### src/rtl/pa_fpu_fmau_sched_pkg.sv
// pa_fpu_fmau_sched_pkg: shared FPU constants (EU select, fflags width, canonical NaN) and writeback types
package pa_fpu_fmau_sched_pkg;
    localparam int          FFLAGS_W  = 5;
    localparam logic [2:0]  EU_FMAU   = 3'b010;
    localparam logic [31:0] CANON_NAN = 32'h7fc0_0000;
    typedef logic [FFLAGS_W-1:0] fflags_t;
    typedef enum logic [1:0] {RET_NONE, RET_EX1, RET_EX3, RET_EX4} ret_src_t;
    typedef struct packed {
        logic [31:0] data;
        logic [4:0]  rd;
        fflags_t     flags;
    } wb_t;
endpackage

### src/rtl/pa_fpu_fmau_sched_if.sv
// pa_fpu_fmau_sched_if: IDU issue, FMAU control/status, RTU control and writeback bundle.
// master = surrounding core (drives issue/status/control), slave = scheduler (drives ctrl/writeback).
interface pa_fpu_fmau_sched_if;
    logic                               idu_fpu_ex1_vld;
    logic [2:0]                         idu_fpu_ex1_eu_sel;
    logic [4:0]                         idu_fpu_ex1_dst_reg;
    logic                               ctrl_fmau_ex1_sel;
    logic                               ctrl_fmau_ex1_sel_gate;
    logic                               ctrl_xx_ex1_stall;
    logic                               ctrl_xx_ex2_stall;
    logic                               ctrl_xx_ex3_stall;
    logic                               ctrl_xx_ex4_stall;
    logic                               ctrl_xx_ex2_cancel;
    logic                               ctrl_xx_ex1_warm_up;
    logic                               ctrl_xx_ex2_warm_up;
    logic                               ctrl_xx_ex3_warm_up;
    logic                               fmau_fpu_ex1_cmplt;
    logic                               fmau_fpu_ex1_denorm_stall;
    pa_fpu_fmau_sched_pkg::fflags_t     fmau_fpu_ex1_fflags;
    logic [31:0]                        fpu_ex1_special_result;
    logic                               fmau_fpu_ex3_result_vld;
    logic [31:0]                        fmau_fpu_ex3_result;
    pa_fpu_fmau_sched_pkg::fflags_t     fmau_fpu_ex3_fflags;
    logic [31:0]                        fmau_fpu_ex4_result;
    pa_fpu_fmau_sched_pkg::fflags_t     fmau_fpu_ex4_fflags;
    logic                               rtu_xx_ex1_cancel;
    logic                               rtu_fpu_flush;
    logic                               rtu_fpu_wb_ready;
    logic                               cp0_fpu_fflags_clr;
    logic                               fpu_rtu_wb_vld;
    logic [31:0]                        fpu_rtu_wb_data;
    logic [4:0]                         fpu_rtu_wb_reg;
    pa_fpu_fmau_sched_pkg::fflags_t     fpu_rtu_wb_fflags;
    pa_fpu_fmau_sched_pkg::fflags_t     fpu_cp0_fflags_acc;

    modport master (
        output idu_fpu_ex1_vld, idu_fpu_ex1_eu_sel, idu_fpu_ex1_dst_reg,
               fmau_fpu_ex1_cmplt, fmau_fpu_ex1_denorm_stall, fmau_fpu_ex1_fflags, fpu_ex1_special_result,
               fmau_fpu_ex3_result_vld, fmau_fpu_ex3_result, fmau_fpu_ex3_fflags,
               fmau_fpu_ex4_result, fmau_fpu_ex4_fflags,
               rtu_xx_ex1_cancel, rtu_fpu_flush, rtu_fpu_wb_ready, cp0_fpu_fflags_clr,
        input  ctrl_fmau_ex1_sel, ctrl_fmau_ex1_sel_gate,
               ctrl_xx_ex1_stall, ctrl_xx_ex2_stall, ctrl_xx_ex3_stall, ctrl_xx_ex4_stall,
               ctrl_xx_ex2_cancel, ctrl_xx_ex1_warm_up, ctrl_xx_ex2_warm_up, ctrl_xx_ex3_warm_up,
               fpu_rtu_wb_vld, fpu_rtu_wb_data, fpu_rtu_wb_reg, fpu_rtu_wb_fflags, fpu_cp0_fflags_acc
    );

    modport slave (
        input  idu_fpu_ex1_vld, idu_fpu_ex1_eu_sel, idu_fpu_ex1_dst_reg,
               fmau_fpu_ex1_cmplt, fmau_fpu_ex1_denorm_stall, fmau_fpu_ex1_fflags, fpu_ex1_special_result,
               fmau_fpu_ex3_result_vld, fmau_fpu_ex3_result, fmau_fpu_ex3_fflags,
               fmau_fpu_ex4_result, fmau_fpu_ex4_fflags,
               rtu_xx_ex1_cancel, rtu_fpu_flush, rtu_fpu_wb_ready, cp0_fpu_fflags_clr,
        output ctrl_fmau_ex1_sel, ctrl_fmau_ex1_sel_gate,
               ctrl_xx_ex1_stall, ctrl_xx_ex2_stall, ctrl_xx_ex3_stall, ctrl_xx_ex4_stall,
               ctrl_xx_ex2_cancel, ctrl_xx_ex1_warm_up, ctrl_xx_ex2_warm_up, ctrl_xx_ex3_warm_up,
               fpu_rtu_wb_vld, fpu_rtu_wb_data, fpu_rtu_wb_reg, fpu_rtu_wb_fflags, fpu_cp0_fflags_acc
    );
endinterface

### src/rtl/pa_fpu_wb_buf.sv
// pa_fpu_wb_buf: 1-entry valid/ready register slice holding one writeback.
// Ports: clk/rst; i_vld/i_wb push side; i_ready consumer accept; o_vld/o_wb registered output.
module pa_fpu_wb_buf
    import pa_fpu_fmau_sched_pkg::*;
(
    input  logic clk,
    input  logic rst,
    input  logic i_vld,
    input  wb_t  i_wb,
    input  logic i_ready,
    output logic o_vld,
    output wb_t  o_wb
);
    // Payload only changes when a new entry loads, so it is stable while blocked.
    always_ff @(posedge clk or posedge rst) begin
        if (rst) begin
            o_vld <= 1'b0;
            o_wb  <= '0;
        end else if (!o_vld || i_ready) begin
            o_vld <= i_vld;
            if (i_vld) o_wb <= i_wb;
        end
    end
endmodule

### src/rtl/pa_fpu_fmau_sched.sv
// pa_fpu_fmau_sched: FMAU ex1-ex4 pipeline scheduler with in-order retirement into a writeback buffer.
// Ports: forever_cpuclk clock; cpurst async active-high reset; bus (slave) carries issue, FMAU
// status, RTU control and the ctrl/writeback/fflags outputs.
module pa_fpu_fmau_sched
    import pa_fpu_fmau_sched_pkg::*;
(
    input  logic                 forever_cpuclk,
    input  logic                 cpurst,
    pa_fpu_fmau_sched_if.slave   bus
);
    logic       r_rdy;
    logic [4:2] r_vld;
    logic [4:0] r_dst2, r_dst3, r_dst4;
    fflags_t    r_acc;
    logic       w_ex1_vld, w_blocked, w_flush;
    logic       w_ret1, w_ret3, w_ret4;
    logic       w_stall1, w_stall2, w_stall3, w_stall4;
    logic       w_adv1, w_adv2, w_adv3;
    logic       w_wb_vld;
    ret_src_t   w_src;
    wb_t        w_wb, w_wb_q;

    // r_rdy holds issue off during reset and the first cycle after release.
    assign w_flush   = bus.rtu_fpu_flush;
    assign w_ex1_vld = bus.idu_fpu_ex1_vld & (bus.idu_fpu_ex1_eu_sel == EU_FMAU) & !bus.rtu_xx_ex1_cancel & r_rdy;
    assign w_blocked = w_wb_vld & !bus.rtu_fpu_wb_ready;
    assign w_ret1    = w_ex1_vld & bus.fmau_fpu_ex1_cmplt;
    assign w_ret3    = r_vld[3] & bus.fmau_fpu_ex3_result_vld;
    assign w_ret4    = r_vld[4];
    // ex4 always wins the writeback port; ex1 completion waits for all older ops to drain.
    assign w_stall4  = r_vld[4] & w_blocked;
    assign w_stall3  = r_vld[3] & ((w_ret3 & (w_blocked | w_ret4)) | w_stall4);
    assign w_stall2  = r_vld[2] & w_stall3;
    assign w_stall1  = w_ex1_vld & ((w_ret1 & (w_blocked | (|r_vld))) | w_stall2 | bus.fmau_fpu_ex1_denorm_stall);
    assign w_adv1    = w_ex1_vld & !w_stall1 & !w_ret1 & !w_flush;
    assign w_adv2    = r_vld[2] & !w_stall2 & !w_flush;
    assign w_adv3    = r_vld[3] & !w_stall3 & !w_ret3 & !w_flush;

    assign w_src = w_flush ? RET_NONE :
                   (w_ret4 & !w_stall4) ? RET_EX4 :
                   (w_ret3 & !w_stall3) ? RET_EX3 :
                   (w_ret1 & !w_stall1) ? RET_EX1 : RET_NONE;
    assign w_wb  = (w_src == RET_EX4) ? wb_t'{data: bus.fmau_fpu_ex4_result, rd: r_dst4, flags: bus.fmau_fpu_ex4_fflags} :
                   (w_src == RET_EX3) ? wb_t'{data: bus.fmau_fpu_ex3_result, rd: r_dst3, flags: bus.fmau_fpu_ex3_fflags} :
                   wb_t'{data: bus.fpu_ex1_special_result, rd: bus.idu_fpu_ex1_dst_reg, flags: bus.fmau_fpu_ex1_fflags};

    always_ff @(posedge forever_cpuclk or posedge cpurst) begin
        if (cpurst) begin
            r_rdy  <= 1'b0;
            r_vld  <= '0;
            r_dst2 <= '0;
            r_dst3 <= '0;
            r_dst4 <= '0;
            r_acc  <= '0;
        end else begin
            r_rdy    <= 1'b1;
            r_vld[2] <= !w_flush & (w_stall2 | w_adv1);
            r_vld[3] <= !w_flush & (w_stall3 | w_adv2);
            r_vld[4] <= !w_flush & (w_stall4 | w_adv3);
            if (w_adv1) r_dst2 <= bus.idu_fpu_ex1_dst_reg;
            if (w_adv2) r_dst3 <= r_dst2;
            if (w_adv3) r_dst4 <= r_dst3;
            if (w_wb_vld && bus.rtu_fpu_wb_ready) r_acc <= bus.cp0_fpu_fflags_clr ? w_wb_q.flags : (r_acc | w_wb_q.flags);
            else if (bus.cp0_fpu_fflags_clr) r_acc <= '0;
        end
    end

    pa_fpu_wb_buf u_wb_buf (
        .clk     (forever_cpuclk),
        .rst     (cpurst),
        .i_vld   (w_src != RET_NONE),
        .i_wb    (w_wb),
        .i_ready (bus.rtu_fpu_wb_ready),
        .o_vld   (w_wb_vld),
        .o_wb    (w_wb_q)
    );

    assign bus.ctrl_fmau_ex1_sel      = w_ex1_vld;
    assign bus.ctrl_fmau_ex1_sel_gate = bus.idu_fpu_ex1_vld & bus.idu_fpu_ex1_eu_sel[1];
    assign bus.ctrl_xx_ex1_stall      = w_stall1;
    assign bus.ctrl_xx_ex2_stall      = w_stall2;
    assign bus.ctrl_xx_ex3_stall      = w_stall3;
    assign bus.ctrl_xx_ex4_stall      = w_stall4;
    assign bus.ctrl_xx_ex2_cancel     = w_flush & r_vld[2];
    assign bus.ctrl_xx_ex1_warm_up    = w_adv1;
    assign bus.ctrl_xx_ex2_warm_up    = w_adv2;
    assign bus.ctrl_xx_ex3_warm_up    = w_adv3;
    assign bus.fpu_rtu_wb_vld         = w_wb_vld;
    assign bus.fpu_rtu_wb_data        = w_wb_q.data;
    assign bus.fpu_rtu_wb_reg         = w_wb_q.rd;
    assign bus.fpu_rtu_wb_fflags      = w_wb_q.flags;
    assign bus.fpu_cp0_fflags_acc     = r_acc;
endmodule
### src/flat_wrapper.sv
// flat-port wrapper written by rule: the top's interface ports become plain ports
module pa_fpu_fmau_sched_flat import pa_fpu_fmau_sched_pkg::*;
  (forever_cpuclk, cpurst, bus_idu_fpu_ex1_vld, bus_idu_fpu_ex1_eu_sel, bus_idu_fpu_ex1_dst_reg, bus_fmau_fpu_ex1_cmplt, bus_fmau_fpu_ex1_denorm_stall, bus_fmau_fpu_ex1_fflags, bus_fpu_ex1_special_result, bus_fmau_fpu_ex3_result_vld, bus_fmau_fpu_ex3_result, bus_fmau_fpu_ex3_fflags, bus_fmau_fpu_ex4_result, bus_fmau_fpu_ex4_fflags, bus_rtu_xx_ex1_cancel, bus_rtu_fpu_flush, bus_rtu_fpu_wb_ready, bus_cp0_fpu_fflags_clr, bus_ctrl_fmau_ex1_sel, bus_ctrl_fmau_ex1_sel_gate, bus_ctrl_xx_ex1_stall, bus_ctrl_xx_ex2_stall, bus_ctrl_xx_ex3_stall, bus_ctrl_xx_ex4_stall, bus_ctrl_xx_ex2_cancel, bus_ctrl_xx_ex1_warm_up, bus_ctrl_xx_ex2_warm_up, bus_ctrl_xx_ex3_warm_up, bus_fpu_rtu_wb_vld, bus_fpu_rtu_wb_data, bus_fpu_rtu_wb_reg, bus_fpu_rtu_wb_fflags, bus_fpu_cp0_fflags_acc);
  pa_fpu_fmau_sched_if bus_i ();
  input  logic forever_cpuclk;
  input  logic cpurst;
  input wire logic [$bits(bus_i.idu_fpu_ex1_vld)-1:0] bus_idu_fpu_ex1_vld;
  input wire logic [$bits(bus_i.idu_fpu_ex1_eu_sel)-1:0] bus_idu_fpu_ex1_eu_sel;
  input wire logic [$bits(bus_i.idu_fpu_ex1_dst_reg)-1:0] bus_idu_fpu_ex1_dst_reg;
  input wire logic [$bits(bus_i.fmau_fpu_ex1_cmplt)-1:0] bus_fmau_fpu_ex1_cmplt;
  input wire logic [$bits(bus_i.fmau_fpu_ex1_denorm_stall)-1:0] bus_fmau_fpu_ex1_denorm_stall;
  input wire logic [$bits(bus_i.fmau_fpu_ex1_fflags)-1:0] bus_fmau_fpu_ex1_fflags;
  input wire logic [$bits(bus_i.fpu_ex1_special_result)-1:0] bus_fpu_ex1_special_result;
  input wire logic [$bits(bus_i.fmau_fpu_ex3_result_vld)-1:0] bus_fmau_fpu_ex3_result_vld;
  input wire logic [$bits(bus_i.fmau_fpu_ex3_result)-1:0] bus_fmau_fpu_ex3_result;
  input wire logic [$bits(bus_i.fmau_fpu_ex3_fflags)-1:0] bus_fmau_fpu_ex3_fflags;
  input wire logic [$bits(bus_i.fmau_fpu_ex4_result)-1:0] bus_fmau_fpu_ex4_result;
  input wire logic [$bits(bus_i.fmau_fpu_ex4_fflags)-1:0] bus_fmau_fpu_ex4_fflags;
  input wire logic [$bits(bus_i.rtu_xx_ex1_cancel)-1:0] bus_rtu_xx_ex1_cancel;
  input wire logic [$bits(bus_i.rtu_fpu_flush)-1:0] bus_rtu_fpu_flush;
  input wire logic [$bits(bus_i.rtu_fpu_wb_ready)-1:0] bus_rtu_fpu_wb_ready;
  input wire logic [$bits(bus_i.cp0_fpu_fflags_clr)-1:0] bus_cp0_fpu_fflags_clr;
  output wire logic [$bits(bus_i.ctrl_fmau_ex1_sel)-1:0] bus_ctrl_fmau_ex1_sel;
  output wire logic [$bits(bus_i.ctrl_fmau_ex1_sel_gate)-1:0] bus_ctrl_fmau_ex1_sel_gate;
  output wire logic [$bits(bus_i.ctrl_xx_ex1_stall)-1:0] bus_ctrl_xx_ex1_stall;
  output wire logic [$bits(bus_i.ctrl_xx_ex2_stall)-1:0] bus_ctrl_xx_ex2_stall;
  output wire logic [$bits(bus_i.ctrl_xx_ex3_stall)-1:0] bus_ctrl_xx_ex3_stall;
  output wire logic [$bits(bus_i.ctrl_xx_ex4_stall)-1:0] bus_ctrl_xx_ex4_stall;
  output wire logic [$bits(bus_i.ctrl_xx_ex2_cancel)-1:0] bus_ctrl_xx_ex2_cancel;
  output wire logic [$bits(bus_i.ctrl_xx_ex1_warm_up)-1:0] bus_ctrl_xx_ex1_warm_up;
  output wire logic [$bits(bus_i.ctrl_xx_ex2_warm_up)-1:0] bus_ctrl_xx_ex2_warm_up;
  output wire logic [$bits(bus_i.ctrl_xx_ex3_warm_up)-1:0] bus_ctrl_xx_ex3_warm_up;
  output wire logic [$bits(bus_i.fpu_rtu_wb_vld)-1:0] bus_fpu_rtu_wb_vld;
  output wire logic [$bits(bus_i.fpu_rtu_wb_data)-1:0] bus_fpu_rtu_wb_data;
  output wire logic [$bits(bus_i.fpu_rtu_wb_reg)-1:0] bus_fpu_rtu_wb_reg;
  output wire logic [$bits(bus_i.fpu_rtu_wb_fflags)-1:0] bus_fpu_rtu_wb_fflags;
  output wire logic [$bits(bus_i.fpu_cp0_fflags_acc)-1:0] bus_fpu_cp0_fflags_acc;
  assign bus_i.idu_fpu_ex1_vld = bus_idu_fpu_ex1_vld;
  assign bus_i.idu_fpu_ex1_eu_sel = bus_idu_fpu_ex1_eu_sel;
  assign bus_i.idu_fpu_ex1_dst_reg = bus_idu_fpu_ex1_dst_reg;
  assign bus_i.fmau_fpu_ex1_cmplt = bus_fmau_fpu_ex1_cmplt;
  assign bus_i.fmau_fpu_ex1_denorm_stall = bus_fmau_fpu_ex1_denorm_stall;
  assign bus_i.fmau_fpu_ex1_fflags = bus_fmau_fpu_ex1_fflags;
  assign bus_i.fpu_ex1_special_result = bus_fpu_ex1_special_result;
  assign bus_i.fmau_fpu_ex3_result_vld = bus_fmau_fpu_ex3_result_vld;
  assign bus_i.fmau_fpu_ex3_result = bus_fmau_fpu_ex3_result;
  assign bus_i.fmau_fpu_ex3_fflags = bus_fmau_fpu_ex3_fflags;
  assign bus_i.fmau_fpu_ex4_result = bus_fmau_fpu_ex4_result;
  assign bus_i.fmau_fpu_ex4_fflags = bus_fmau_fpu_ex4_fflags;
  assign bus_i.rtu_xx_ex1_cancel = bus_rtu_xx_ex1_cancel;
  assign bus_i.rtu_fpu_flush = bus_rtu_fpu_flush;
  assign bus_i.rtu_fpu_wb_ready = bus_rtu_fpu_wb_ready;
  assign bus_i.cp0_fpu_fflags_clr = bus_cp0_fpu_fflags_clr;
  assign bus_ctrl_fmau_ex1_sel = bus_i.ctrl_fmau_ex1_sel;
  assign bus_ctrl_fmau_ex1_sel_gate = bus_i.ctrl_fmau_ex1_sel_gate;
  assign bus_ctrl_xx_ex1_stall = bus_i.ctrl_xx_ex1_stall;
  assign bus_ctrl_xx_ex2_stall = bus_i.ctrl_xx_ex2_stall;
  assign bus_ctrl_xx_ex3_stall = bus_i.ctrl_xx_ex3_stall;
  assign bus_ctrl_xx_ex4_stall = bus_i.ctrl_xx_ex4_stall;
  assign bus_ctrl_xx_ex2_cancel = bus_i.ctrl_xx_ex2_cancel;
  assign bus_ctrl_xx_ex1_warm_up = bus_i.ctrl_xx_ex1_warm_up;
  assign bus_ctrl_xx_ex2_warm_up = bus_i.ctrl_xx_ex2_warm_up;
  assign bus_ctrl_xx_ex3_warm_up = bus_i.ctrl_xx_ex3_warm_up;
  assign bus_fpu_rtu_wb_vld = bus_i.fpu_rtu_wb_vld;
  assign bus_fpu_rtu_wb_data = bus_i.fpu_rtu_wb_data;
  assign bus_fpu_rtu_wb_reg = bus_i.fpu_rtu_wb_reg;
  assign bus_fpu_rtu_wb_fflags = bus_i.fpu_rtu_wb_fflags;
  assign bus_fpu_cp0_fflags_acc = bus_i.fpu_cp0_fflags_acc;
  pa_fpu_fmau_sched u_core (.forever_cpuclk(forever_cpuclk), .cpurst(cpurst), .bus(bus_i));
endmodule
### config.mk
export PLATFORM = sky130hd
export DESIGN_NAME = pa_fpu_fmau_sched_flat
export DESIGN_NICKNAME = d
export VERILOG_FILES = /design/src/rtl/pa_fpu_fmau_sched_pkg.sv /design/src/rtl/pa_fpu_fmau_sched_if.sv /design/src/rtl/pa_fpu_wb_buf.sv /design/src/rtl/pa_fpu_fmau_sched.sv /design/src/flat_wrapper.sv
export SDC_FILE = /design/constraint.sdc
export NUM_CORES = 1
export LEC_CHECK = 0
export BUFFER_PORTS_ARGS = -buffer_cell sky130_fd_sc_hd__buf_4
export CORE_MARGIN = 1.5
export CORE_UTILIZATION = 44
export DETAILED_ROUTE_END_ITERATION = 7
export PLACE_DENSITY = 0.8
export SETUP_SLACK_MARGIN = 0.05
export SYNTH_ARGS = -nofsm -noshare
export SYNTH_HDL_FRONTEND = slang
export SYNTH_SLANG_ARGS = --single-unit
export TNS_END_PERCENT = 100
### constraint.sdc
create_clock -name forever_cpuclk -period 3.5 [get_ports forever_cpuclk]
set_clock_uncertainty 0.2 [all_clocks]
set_input_delay 0.875 -clock forever_cpuclk [delete_from_list [all_inputs] [get_ports forever_cpuclk]]
set_output_delay 0.875 -clock forever_cpuclk [all_outputs]
set_load 0.02 [all_outputs]
# [After elaboration in Yosys (flattened, before gate mapping)]
# Cells that the tools add are included.
[op_classes] n_reduce_logical=16 eq_ne=3 n_div=0 bitwise=37 mux=9 shift=0 n_lt_le_gt_ge=0 n_mul=0 add_sub_neg=0
[ops] operator="$mux 42" count=2
[ops] operator="$and 1x1->1" count=28
[ops] operator="$mux 5" count=3
[ops] operator="$logic_not 1->1" count=10
[ops] operator="$or 1x1->1" count=8
[ops] operator="$mux 2" count=3
[ops] operator="$or 5x5->5" count=1
[ops] operator="$eq 2x2->1 const B" count=2
[ops] operator="$reduce_bool 2->1" count=2
[ops] operator="$eq 3x2->1 const B" count=1
[ops] operator="$reduce_or 3->1" count=1
[ops] operator="$reduce_and 2->1" count=1
[ops] operator="$logic_and 1x1->1" count=1
[ops] operator="$logic_or 1x1->1" count=1
[ops] operator="$mux 1" count=1
[word_totals] output_inout_bits=58 wordCells=75 romBits=0 latch_bits=0 inputBits=129 register_bits=67 memories=0 ramBits=0

# [Logic depth before layout (Yosys ltp)]
# Gate-level depths: netlist (run 1).
[logic_depth] depth_word=19 mapped_depth=8 ltp_nobuf=5

# [Hierarchy]
# From an unflattened synthesis (run 1), not the netlist that was laid out.
[unflattened] cells_unflattened=327 area_unflattened_um2=3558.4
[by_module_without_submodules] mod="pa_fpu_fmau_sched" cells_each=234 area_per_inst_um2=1779.2 seq_area_each_um2=600.6 n_inst=1
[by_module_without_submodules] mod="pa_fpu_wb_buf" cells_each=93 area_per_inst_um2=1779.2 seq_area_each_um2=1076.0 n_inst=1

# [Least setup slack after synthesis (run 1)]
# No wires, ideal clock.
[synth_path] path_type="input to output" start="input port bus_fmau_fpu_ex3_result_vld" end="output port bus_ctrl_xx_ex1_warm_up" setup_slack_ns=0.485 path_stages=3 t_arrival_ns=1.940 path_cell_list="and2_4 > a311o_1 > nor4_4"
[synth_between] elab_chain_len=12
[synth_rtl] element="start: declaration" line_no="flat_wrapper.sv:14" source="input wire logic [$bits(bus_i.fmau_fpu_ex3_result_vld)-1:0] bus_fmau_fpu_ex3_result_vld;"
[synth_rtl] element="$and 1x1->1" line_no="pa_fpu_fmau_sched.sv:28" source="assign w_ret3 = r_vld[3] & bus.fmau_fpu_ex3_result_vld;"
[synth_rtl] element="$and 1x1->1" line_no="pa_fpu_fmau_sched.sv:32" source="assign w_stall3 = r_vld[3] & ((w_ret3 & (w_blocked | w_ret4)) | w_stall4);"
[synth_rtl] element="$or 1x1->1" line_no="pa_fpu_fmau_sched.sv:32"
[synth_rtl] element="$and 1x1->1" line_no="pa_fpu_fmau_sched.sv:32"
[synth_rtl] element="$and 1x1->1" line_no="pa_fpu_fmau_sched.sv:33" source="assign w_stall2 = r_vld[2] & w_stall3;"
[synth_rtl] element="$or 1x1->1 (2 in a row)" line_no="pa_fpu_fmau_sched.sv:34" source="assign w_stall1 = w_ex1_vld & ((w_ret1 & (w_blocked | (|r_vld))) | w_stall2 | bus.fmau_fpu_ex1_denorm_stall);"
[synth_rtl] element="$and 1x1->1" line_no="pa_fpu_fmau_sched.sv:34"
[synth_rtl] element="$logic_not 1->1" line_no="pa_fpu_fmau_sched.sv:35" source="assign w_adv1 = w_ex1_vld & !w_stall1 & !w_ret1 & !w_flush;"
[synth_rtl] element="$and 1x1->1 (3 in a row)" line_no="pa_fpu_fmau_sched.sv:35"
[synth_rtl] element="end: declaration" line_no="flat_wrapper.sv:30" source="output wire logic [$bits(bus_i.ctrl_xx_ex1_warm_up)-1:0] bus_ctrl_xx_ex1_warm_up;"
# No other way between the ends.

# [Worst setup path in the final report (run 1)]
[layout_path] start="input port bus_rtu_fpu_wb_ready" end="output port bus_ctrl_xx_ex2_warm_up"
[layout_between] elab_chain_len=10 elab_cells_between_ends=11
[layout_rtl] element="start: declaration" line_no="flat_wrapper.sv:21" source="input wire logic [$bits(bus_i.rtu_fpu_wb_ready)-1:0] bus_rtu_fpu_wb_ready;"
[layout_rtl] element="$logic_not 1->1 *" line_no="pa_fpu_fmau_sched.sv:26" source="assign w_blocked = w_wb_vld & !bus.rtu_fpu_wb_ready;"
[layout_rtl] element="$and 1x1->1 *" line_no="pa_fpu_fmau_sched.sv:26"
[layout_rtl] element="$or 1x1->1" line_no="pa_fpu_fmau_sched.sv:32"
[layout_rtl] element="$and 1x1->1" line_no="pa_fpu_fmau_sched.sv:32"
[layout_rtl] element="$or 1x1->1 *" line_no="pa_fpu_fmau_sched.sv:32"
[layout_rtl] element="$and 1x1->1 *" line_no="pa_fpu_fmau_sched.sv:32"
[layout_rtl] element="$and 1x1->1 *" line_no="pa_fpu_fmau_sched.sv:33"
[layout_rtl] element="$logic_not 1->1 *" line_no="pa_fpu_fmau_sched.sv:36" source="assign w_adv2 = r_vld[2] & !w_stall2 & !w_flush;"
[layout_rtl] element="$and 1x1->1 * (2 in a row)" line_no="pa_fpu_fmau_sched.sv:36"
[layout_rtl] element="end: declaration" line_no="flat_wrapper.sv:31" source="output wire logic [$bits(bus_i.ctrl_xx_ex2_warm_up)-1:0] bus_ctrl_xx_ex2_warm_up;"
# Mark *: on every way between the ends. The rest lies on a longest branch, timed or not.

==> impl_metrics.yaml, run 1 <==
critical_path:
  critPathArrivalTime_ns: 2.08
  timing.rr.start: "u_core.u_wb_buf.o_vld"
  crit_buf_inv: 2
  rrSetupSlack_ns: 1.14
  ff2ff_path_depth: 6
  crit_path_end_kind: "primary output"
  critPathLaunchType: "input port"
  cp.required_ns: 2.42
  critPathKind: "input port to primary output"
  cp_top_family: "simple AND/OR/NAND/NOR gates"
  path_max_fanout: 7
  worst_path_most_repeated_cell: "buf_4"
  r2r-end: "u_core.u_wb_buf.o_wb[13]"
  cp_slowest_cell: "and3_1"
  cpPeakStageDelay_ns: 0.31
  critical_path_depth: 6
  path_cells: "buf_4 > nand2b_1 > o21ai_0 > nand2_1 > and3_1 > buf_4"
clock_tree:
  cts_resized: 0
  cts_num_sinks: 67
  tritoncts: "yes"
  post_cts_buffers: 0
  clk_latency_ns: 0.32
  cts_made_buffers: 9
  root_buffer: "clkbuf_8"
  cts.hold.buffers_added: 0
  h-tree-depth: 3
  clk_pin_slew_ns: 0.06
  clock_path_buffers: 2
layout:
  final_layout_size_suffix_gt1_share_pct: 48.4
  utilization_pct: 68.8
  antenna_cells: 0
  fin_cells: 572
  fin_nets: 599
  syn2layout_area_growth_pct: 51.3
timing:
  min_period_ns: 3.16
  setup_tns_ns: 0
  setup_viol: 0
  slew_violations: 0
  slew_headroom_pct: 44.6
  fin_crit_sh_pct: 90.2
  timing.final.hold_violations: 0
  rsz0062_at_grt: "false"
  fmax_ghz: 0.317
  worst_slew_pin_slew_ns: 0.830
synth:
  async_flop_share_pct: 100
  yosysWarnings: 0
  yosysSeqAreaShare_pct: 50.9
  synth_ff_type: "dfrtp_1"
  yosys.area.top_type: "dfrtp_1"
  syn_nets: 418
  synth_top_area_share_pct: 50.9
  synthCells: 289
  synth.ff_latch_count: 67
  synth_cell_types: 34
  synth-edff-count: 0
  syn_avg_cell_area_sq_um: 11.4
  yosys-top-cells-area: "dfrtp_1 (51%), a222oi_1 (13%), mux2i_1 (13%)"
  yosysMostFrequentCell: "dfrtp_1"
  syn_area_sq_um: 3300
  synth_common_cells: "dfrtp_1 (67), inv_1 (54), a222oi_1 (42), mux2i_1 (42)"
floorplanning:
  ioPinCount: 187
  core_area_sq_um: 7250
  dieWidth_um: 89.5
  fp.dieArea_sq_um: 8020
  std_cell_rows: 31
  start_util_pct: 45.4
  die-height_um: 89.5
global_route:
  gr-total-overflow: 0
  grt_pass1_wl_um: 13200
  grt_max_degree: 68
  first_global_vias: 2977
  antenna_found_initial: 0
  grt_use_total_pct: 21.6
detailed_routing:
  drc: 0
  postRouteAntennaNets: 0
  totalWireLength_um: 8610
  num_vias: 3053
  dr.pass1.iters: 6
  drtIter0Drc: 278
  wl_per_cell_um: 15.1
  viasPerCell: 5.34
worst_hold_path:
  holdCritStartpoint: "u_core.r_dst2[4]"
  hold_path_depth: 1
  holdCritPathClass: "flop to flop"
  hold_path_end: "u_core.r_dst3[4]"
pwr:
  clkPwrFrac_pct: 32.7
  power.density_nw_per_um2: 369
  sw_frac_of_total_pct: 25.3
  leakage_uw: 0.00286
  p_total_uw: 1840
  p_int_uw: 1370
  combPwrFrac_pct: 20.4
  p_seq_share_pct: 46.9
  p_switching_uw: 467
  ir_worst_vdd_mv: 0.218
placed_design:
  place_hpwl_um: 6300
  io_buffer_count: 186
  numPlacedInstances: 558
  gp_congestion: 0.910
flow_run:
  drv_cap: 0
status:
  status: "finished clean"
[power groups by stage]
stage                     registers [uW]  clock network [uW]  logic (uW)
after detailed placement             878                   0         381
after global placement               875                   0         370
after CTS                            864                 619         381
after floorplan                      940                   0        90.8
after global routing                 871                 646         409
final                                864                 602         376
[flip-flops by register name (all words and copies together), names as in the netlist]
register / flops
u_core.r_rdy: 1
u_core.r_dst2: 5
u_core.bus.fpu_cp0_fflags_acc: 5
u_core.r_dst3: 5
u_core.u_wb_buf.o_wb: 42
u_core.u_wb_buf.o_vld: 1
u_core.r_dst4: 5
u_core.r_vld: 3
[metrics by stage]
step	hold slack, ns	cell area, sq um	setup WS (ns)
after detailed placement	0.290	4810	0.353
after floorplan	0.265	3300	0.485
after global placement	0.275	4810	0.368
final	0.302	4990	0.342
after global routing	0.319	4990	0.253
after CTS	0.307	4990	0.346
[worst reg2reg max path, delay by kind of cell, from the launching register on]
| family | cells | cell delay, ns |
|---|---|---|
| AOI/OAI and AO/OA | 1 | 0.13 |
| buffers and inverters | 1 | 0.33 |
| DFF | 1 | 0.47 |
| muxes | 1 | 0.19 |
| and+or+nand+nor | 3 | 0.97 |
[cells in the final DEF (no fill, tap or decap)]
| cell | count |
|---|---|
| clkbuf_8 | 10 |
| o2bb2ai_2 | 1 |
| mux2_2 | 14 |
| a222oi_1 | 42 |
| buf_12 | 2 |
| nor2_4 | 1 |
| nand2b_1 | 2 |
| conb_1 | 1 |
| nand3_1 | 5 |
| nand3b_1 | 1 |
| a31o_2 | 1 |
| mux2_1 | 1 |
| mux2i_1 | 42 |
| a41oi_4 | 1 |
| bufinv_16 | 1 |
| or3_1 | 1 |
| buf_4 | 190 |
| nor3_1 | 1 |
| and3_1 | 1 |
| clkinv_2 | 2 |
| nand2_1 | 6 |
| dfrtp_1 | 67 |
| and2_4 | 1 |
| a311o_1 | 1 |
| nor4_4 | 1 |
| o21a_1 | 1 |
| inv_1 | 53 |
| and3_2 | 1 |
| nor4b_1 | 1 |
| nor2b_1 | 1 |
| a21oi_1 | 2 |
| inv_2 | 1 |
| nor3_4 | 1 |
| o21ai_4 | 1 |
| clkbuf_1 | 1 |
| o21ai_0 | 6 |
| and2_1 | 1 |
| nor2_1 | 7 |
[final cells by class]
class                      count  area, sq um
clock inverter                 3         40.0
fill                         557         2270
sequential                    67         1680
inverter                      54          203
timing repair buffer         192         1470
multi-input combinational    146         1340
tap                           99          124
clock buffer                  11          141
[worst max-delay path by stage]
stage | startpoint | to | slack, ns
final | bus_rtu_fpu_wb_ready | bus_ctrl_xx_ex2_warm_up | 0.34
after global routing | bus_rtu_fpu_wb_ready | bus_ctrl_xx_ex2_warm_up | 0.25
after CTS | bus_rtu_fpu_wb_ready | bus_ctrl_xx_ex2_warm_up | 0.35
after detailed placement | bus_rtu_fpu_wb_ready | bus_ctrl_xx_ex2_warm_up | 0.35
after global placement | bus_rtu_fpu_wb_ready | bus_ctrl_xx_ex2_warm_up | 0.37
after floorplan | bus_fmau_fpu_ex3_result_vld | bus_ctrl_xx_ex1_warm_up | 0.49
[per-layer routing]
layer	vias to the layer above	wire length (um)	track usage, %
li1	1422	-	-
met1	1470	3260	23.4
met2	145	4570	39.7
met3	16	614	4.99
met4	0	158	9.65
met5	-	0	0
[cells by family (layout without fill, tap and decap cells)]
group	after synthesis	after routing	synth area share [%]
compound gates	56	56	15.6
other cells	1	1	0.114
buf+inv	76	260	9.76
mux	57	57	17.9
flops	67	67	50.9
simple gates	32	32	5.73
(Power assumes the default switching activity.)
==> run 2, diff against run 1 <==
PLACE_DENSITY = not set   (was 0.8)
PLACE_DENSITY_LB_ADDON = 0.08   (was not set)
==> impl_metrics.yaml, run 2 (synthesis gave the netlist of run 1 again) <==
status:
  status: "finished clean"
timing:
  rsz0062_at_grt: "false"
  worst_slew_pin_slew_ns: 0.694
  layout_setup_ws_ns: 0.343
  timing.final.hold_violations: 0
  slew_violations: 0
  min_period_ns: 3.16
  fmax_ghz: 0.317
  setup_viol: 0
  fin_crit_sh_pct: 90.2
  hold_ws_ns: 0.312
  slew_headroom_pct: 53.7
  setup_tns_ns: 0
clock_tree:
  cts_num_sinks: 67
  h-tree-depth: 3
  cts.hold.buffers_added: 0
  clock_path_buffers: 2
  clk_pin_slew_ns: 0.07
  clk_latency_ns: 0.33
  cts_made_buffers: 9
  root_buffer: "clkbuf_8"
  tritoncts: "yes"
  post_cts_buffers: 0
  cts_resized: 0
critical_path:
  path_cells: "buf_4 > nand2b_1 > o21ai_0 > nand2_1 > and3_1 > buf_4"
  cp.required_ns: 2.42
  crit_buf_inv: 2
  cpPeakStageDelay_ns: 0.30
  critPathLaunchType: "input port"
  cp_top_family: "simple AND/OR/NAND/NOR gates"
  crit_path_end_kind: "primary output"
  cp_slowest_cell: "and3_1"
  rrSetupSlack_ns: 1.15
  critPathArrivalTime_ns: 2.08
  path_max_fanout: 7
  worst_path_most_repeated_cell: "buf_4"
  critPathKind: "input port to primary output"
layout:
  largest_reg_flops: 42
  antenna_cells: 0
  top_register: "u_core.u_wb_buf.o_wb"
  syn2layout_area_growth_pct: 53.3
  final_layout_size_suffix_gt1_share_pct: 48.9
  multiInputGateArea_sq_um: 1340
  seqCellArea_sq_um: 1680
  fillers: 561
  fin_nets: 600
  final_cell_mix: "buf_4 (189), dfrtp_1 (67), inv_1 (53)"
  fin_cells: 575
  final_common_cell: "buf_4"
placed_design:
  place_ws_ns: 0.354
  io_buffer_count: 186
  numPlacedInstances: 559
  gp_congestion: 0.879
  place_hpwl_um: 6460
pwr:
  leakage_uw: 0.00288
  power.density_nw_per_um2: 382
  ir_worst_vdd_mv: 0.208
  p_total_uw: 1930
detailed_routing:
  wl_per_cell_um: 15.2
  totalWireLength_um: 8760
  dr.pass1.iters: 7
  wl_met1_um: 3410
  drtIter0Drc: 270
  wl_met3_um: 677
  num_vias: 3060
  postRouteAntennaNets: 0
  viasPerCell: 5.32
  drc: 0
  top_layer: "met4"
  wl_met2_um: 4520
floorplanning:
  die-height_um: 89.5
  dieWidth_um: 89.5
  std_cell_rows: 31
  fp.dieArea_sq_um: 8020
  ioPinCount: 187
  core_area_sq_um: 7250
  start_util_pct: 45.4
global_route:
  first_global_vias: 2962
  grt_use_total_pct: 22.1
  grt_pass1_wl_um: 13500
  grt_max_degree: 38
  gr-total-overflow: 0
  antenna_found_initial: 0
flow_run:
  drv_cap: 0
worst_hold_path:
  holdCritPathClass: "flop to flop"
-- run 2: changes by cell type in the layout (fill, tap and decap cells not counted), sizes merged --
cell,previous run,this run
clkbuf,11,9
buf,192,193
bufinv,1,2
clkinv,2,3
clkinvlp,0,1
inv,54,55
-- run 2: area by class of cell --
cell class                      count  share of cell area [%]
Multi-Input combinational cell    146                    26.4
Tap cell                           99                    2.45
Sequential cell                    67                    33.2
Inverter                           54                    4.01
Clock inverter                      7                    1.81
Timing Repair Buffer              193                    29.7
Clock buffer                        9                    2.45
-- run 2: power breakdown --
group / switching, uW / total [uW] / internal, uW
sequential: 32.8 / 863 / 830
clock: 291 / 691 / 400
combinational: 170 / 377 / 207
total: 494 / 1930 / 1440
-- run 2: metrics by stage --
stage	area (sq um)	utilization [%]
after floorplan	3300	-
after global placement	4840	66.7
after detailed placement	4840	66.7
after CTS	5050	69.7
after global routing	5050	69.7
final	5050	69.7
-- run 2: path summary, 6_finish.rpt --
check	from	endpoint	cells past startpoint
setup / recovery	bus_rtu_fpu_wb_ready	bus_ctrl_xx_ex2_warm_up	6
hold / removal	u_core.r_dst4[0]	u_core.r_dst4[0]	1
setup reg to reg	u_core.u_wb_buf.o_vld	u_core.u_wb_buf.o_wb[27]	6
hold reg to reg	u_core.r_dst4[0]	u_core.r_dst4[0]	1
max in group asynchronous	cpurst	u_core.u_wb_buf.o_wb[5]	3
min in group asynchronous	cpurst	u_core.u_wb_buf.o_wb[36]	2
-- run 2: metal layers --
| layer | global-route usage (%) | up-vias |
|---|---|---|
| met1 | 26.5 | 1479 |
| met4 | 9.65 | 0 |
| met2 | 37.5 | 141 |
| met3 | 5.45 | 12 |
| met5 | 0 | - |
| li1 | - | 1428 |
-- run 2: worst reg2reg max path: stages (launching register included) --
cell and delay, ns:
dfrtp_1 0.47, nand2b_1 0.21, nor3_4 0.30, o2bb2ai_2 0.13, a41oi_4 0.23, buf_4 0.44
mux2i_1 0.30
==> run 3, diff against run 2 <==
ABC_AREA = 1   (was not set)
CORE_UTILIZATION = 45   (was 44)
==> impl_metrics.yaml, run 3 <==
timing:
  worst_slew_pin_slew_ns: 0.853
  min_period_ns: 3.11
  slew_violations: 0
  slew_headroom_pct: 43.1
  setup_tns_ns: 0
  hold_ws_ns: 0.290
  setup_viol: 0
  fmax_ghz: 0.322
  timing.final.hold_violations: 0
  rsz0062_at_grt: "false"
  fin_crit_sh_pct: 88.7
floorplanning:
  start_util_pct: 46.2
  core_area_sq_um: 7690
  ioPinCount: 187
  fp.dieArea_sq_um: 8430
  die-height_um: 91.8
  std_cell_rows: 32
  dieWidth_um: 91.8
synth:
  yosys-top-cells-area: "dfrtp_1 (47%), nand2_1 (26%), nand3_1 (13%)"
  synth_top_family_by_area: "simple AND/OR/NAND/NOR gates"
  synth_top_area_share_pct: 47.2
  yosysMostFrequentCell: "nand2_1"
  syn_nets: 630
  async_flop_share_pct: 100
  synth_cell_types: 23
  synthAdderAreaFrac_pct: 0
  yosys.area.top_type: "dfrtp_1"
  synth.ff_latch_count: 67
  synth_ff_type: "dfrtp_1"
  synth_xor_area_share_pct: 0
  synthCells: 501
  synth_common_cells: "nand2_1 (249), nand3_1 (93), dfrtp_1 (67)"
  muxShareOfSynthArea_pct: 0
  synth_compound_area_share_pct: 2.75
  yosysSeqAreaShare_pct: 47.2
  synth-edff-count: 0
  syn_area_sq_um: 3550
  syn_avg_cell_area_sq_um: 7.09
  synth_simple_gate_area_share_pct: 42.4
  yosysWarnings: 0
clock_tree:
  tritoncts: "yes"
  cts.hold.buffers_added: 0
  post_cts_buffers: 0
  clk_latency_ns: 0.34
  cts_made_buffers: 9
  cts_num_sinks: 67
  clock_path_buffers: 2
  clk_pin_slew_ns: 0.07
  h-tree-depth: 3
  root_buffer: "clkbuf_8"
  cts_resized: 0
detailed_routing:
  drc: 0
  top_layer: "met4"
  wl_per_cell_um: 13.5
  wl_met1_um: 4310
  viasPerCell: 4.96
  drtIter0Drc: 191
  dr.pass1.iters: 4
  postRouteAntennaNets: 0
  totalWireLength_um: 10600
  wl_met2_um: 5320
  num_vias: 3897
  wl_met3_um: 680
critical_path:
  critPathArrivalTime_ns: 2.03
  critPathKind: "input port to primary output"
  cp.required_ns: 2.42
  crit_path_end_kind: "primary output"
  path_max_fanout: 6
  rrSetupSlack_ns: 1.29
  critPathLaunchType: "input port"
worst_hold_path:
  holdCritPathClass: "flop to flop"
pwr:
  p_seq_share_pct: 44.4
  p_int_uw: 1440
  p_switching_uw: 527
  combPwrFrac_pct: 19.7
  ir_worst_vdd_mv: 0.242
  sw_frac_of_total_pct: 26.8
  clkPwrFrac_pct: 36.0
  leakage_uw: 0.00295
  p_total_uw: 1970
  power.density_nw_per_um2: 378
layout:
  antenna_cells: 0
  syn2layout_area_growth_pct: 46.5
  fin_area_sq_um: 5200
  fin_nets: 807
  final_common_cell: "nand2_1"
  utilization_pct: 67.7
  final_layout_size_suffix_gt1_share_pct: 32.7
  top_register: "u_core.u_wb_buf.o_wb"
  fillers: 698
  largest_reg_flops: 42
  final_cell_mix: "nand2_1 (249), buf_4 (194), nand3_1 (93)"
placed_design:
  dpl_cell_area_sq_um: 4990
  io_buffer_count: 186
  place_hpwl_um: 7350
  gp_congestion: 0.813
status:
  status: "finished clean"
global_route:
  first_global_vias: 3692
  grt_pass1_wl_um: 16900
  gr-total-overflow: 0
  grt_max_degree: 68
  grt_use_total_pct: 25.3
  antenna_found_initial: 0
flow_run:
  drv_cap: 0
-- run 3: cell types whose count changed in the layout (fill, tap and decap cells not counted), sizes merged, moves of 9 or more --
cell	change
mux2	-15
o21ai	+9
mux2i	-42
nand2	+245
inv	-26
a222oi	-42
nand3	+89
-- run 3: cell type report --
cell class                      instances  area [sq um]  share of cell area, %
Tap cell                              102           128                   2.45
Multi-Input combinational cell        378          1620                   31.2
Sequential cell                        67          1680                   32.2
Clock buffer                           10           128                   2.45
Timing Repair Buffer                  194          1460                   28.0
Inverter                               28           105                   2.02
Clock inverter                          6          88.8                   1.71
-- run 3: kinds of logic after synthesis --
kind of cell,after synthesis
buffers and inverters,56
AOI/OAI and AO/OA,19
other,1
DFF,67
and+or+nand+nor,358
-- run 3: worst paths after layout --
check	from	to	depth (start not counted)
setup / recovery	bus_rtu_fpu_wb_ready	bus_ctrl_xx_ex1_warm_up	10
hold / removal	u_core.r_dst4[0]	u_core.r_dst4[0]	2
setup reg to reg	u_core.u_wb_buf.o_vld	u_core.u_wb_buf.o_wb[0]	9
hold reg to reg	u_core.r_dst4[0]	u_core.r_dst4[0]	2
max in group asynchronous	cpurst	u_core.u_wb_buf.o_wb[15]	3
min in group asynchronous	cpurst	u_core.u_wb_buf.o_wb[32]	3
-- run 3: routing by layer --
metal | track usage [%] | up-vias
li1 | - | 1933
met1 | 29.5 | 1810
met2 | 44.8 | 132
met3 | 5.47 | 22
met4 | 10.9 | 0
met5 | 0 | -
-- run 3: critical path, cell delays in order --
cell,delay [ns]
buf_4,0.14
inv_2,0.05
nand2_2,0.08
inv_2,0.09
nand2_1,0.12
nand2_1,0.11
nand4_2,0.15
nand3_1,0.18
inv_2,0.08
buf_4,0.16
-- run 3: power by group through the flow --
stage	clock, uW	combinational (uW)	sequential (uW)
detailed placement	0	388	888
floorplan	0	92.9	950
finish	707	386	873
CTS	718	390	873
global placement	0	382	884
global route	755	417	882
-- run 3: through the flow --
step | std cells | worst slack, ns
floorplan | 501 | 0.716
global placement | 769 | 0.459
detailed placement | 769 | 0.372
CTS | 785 | 0.368
global route | 785 | 0.262
finish | 785 | 0.394
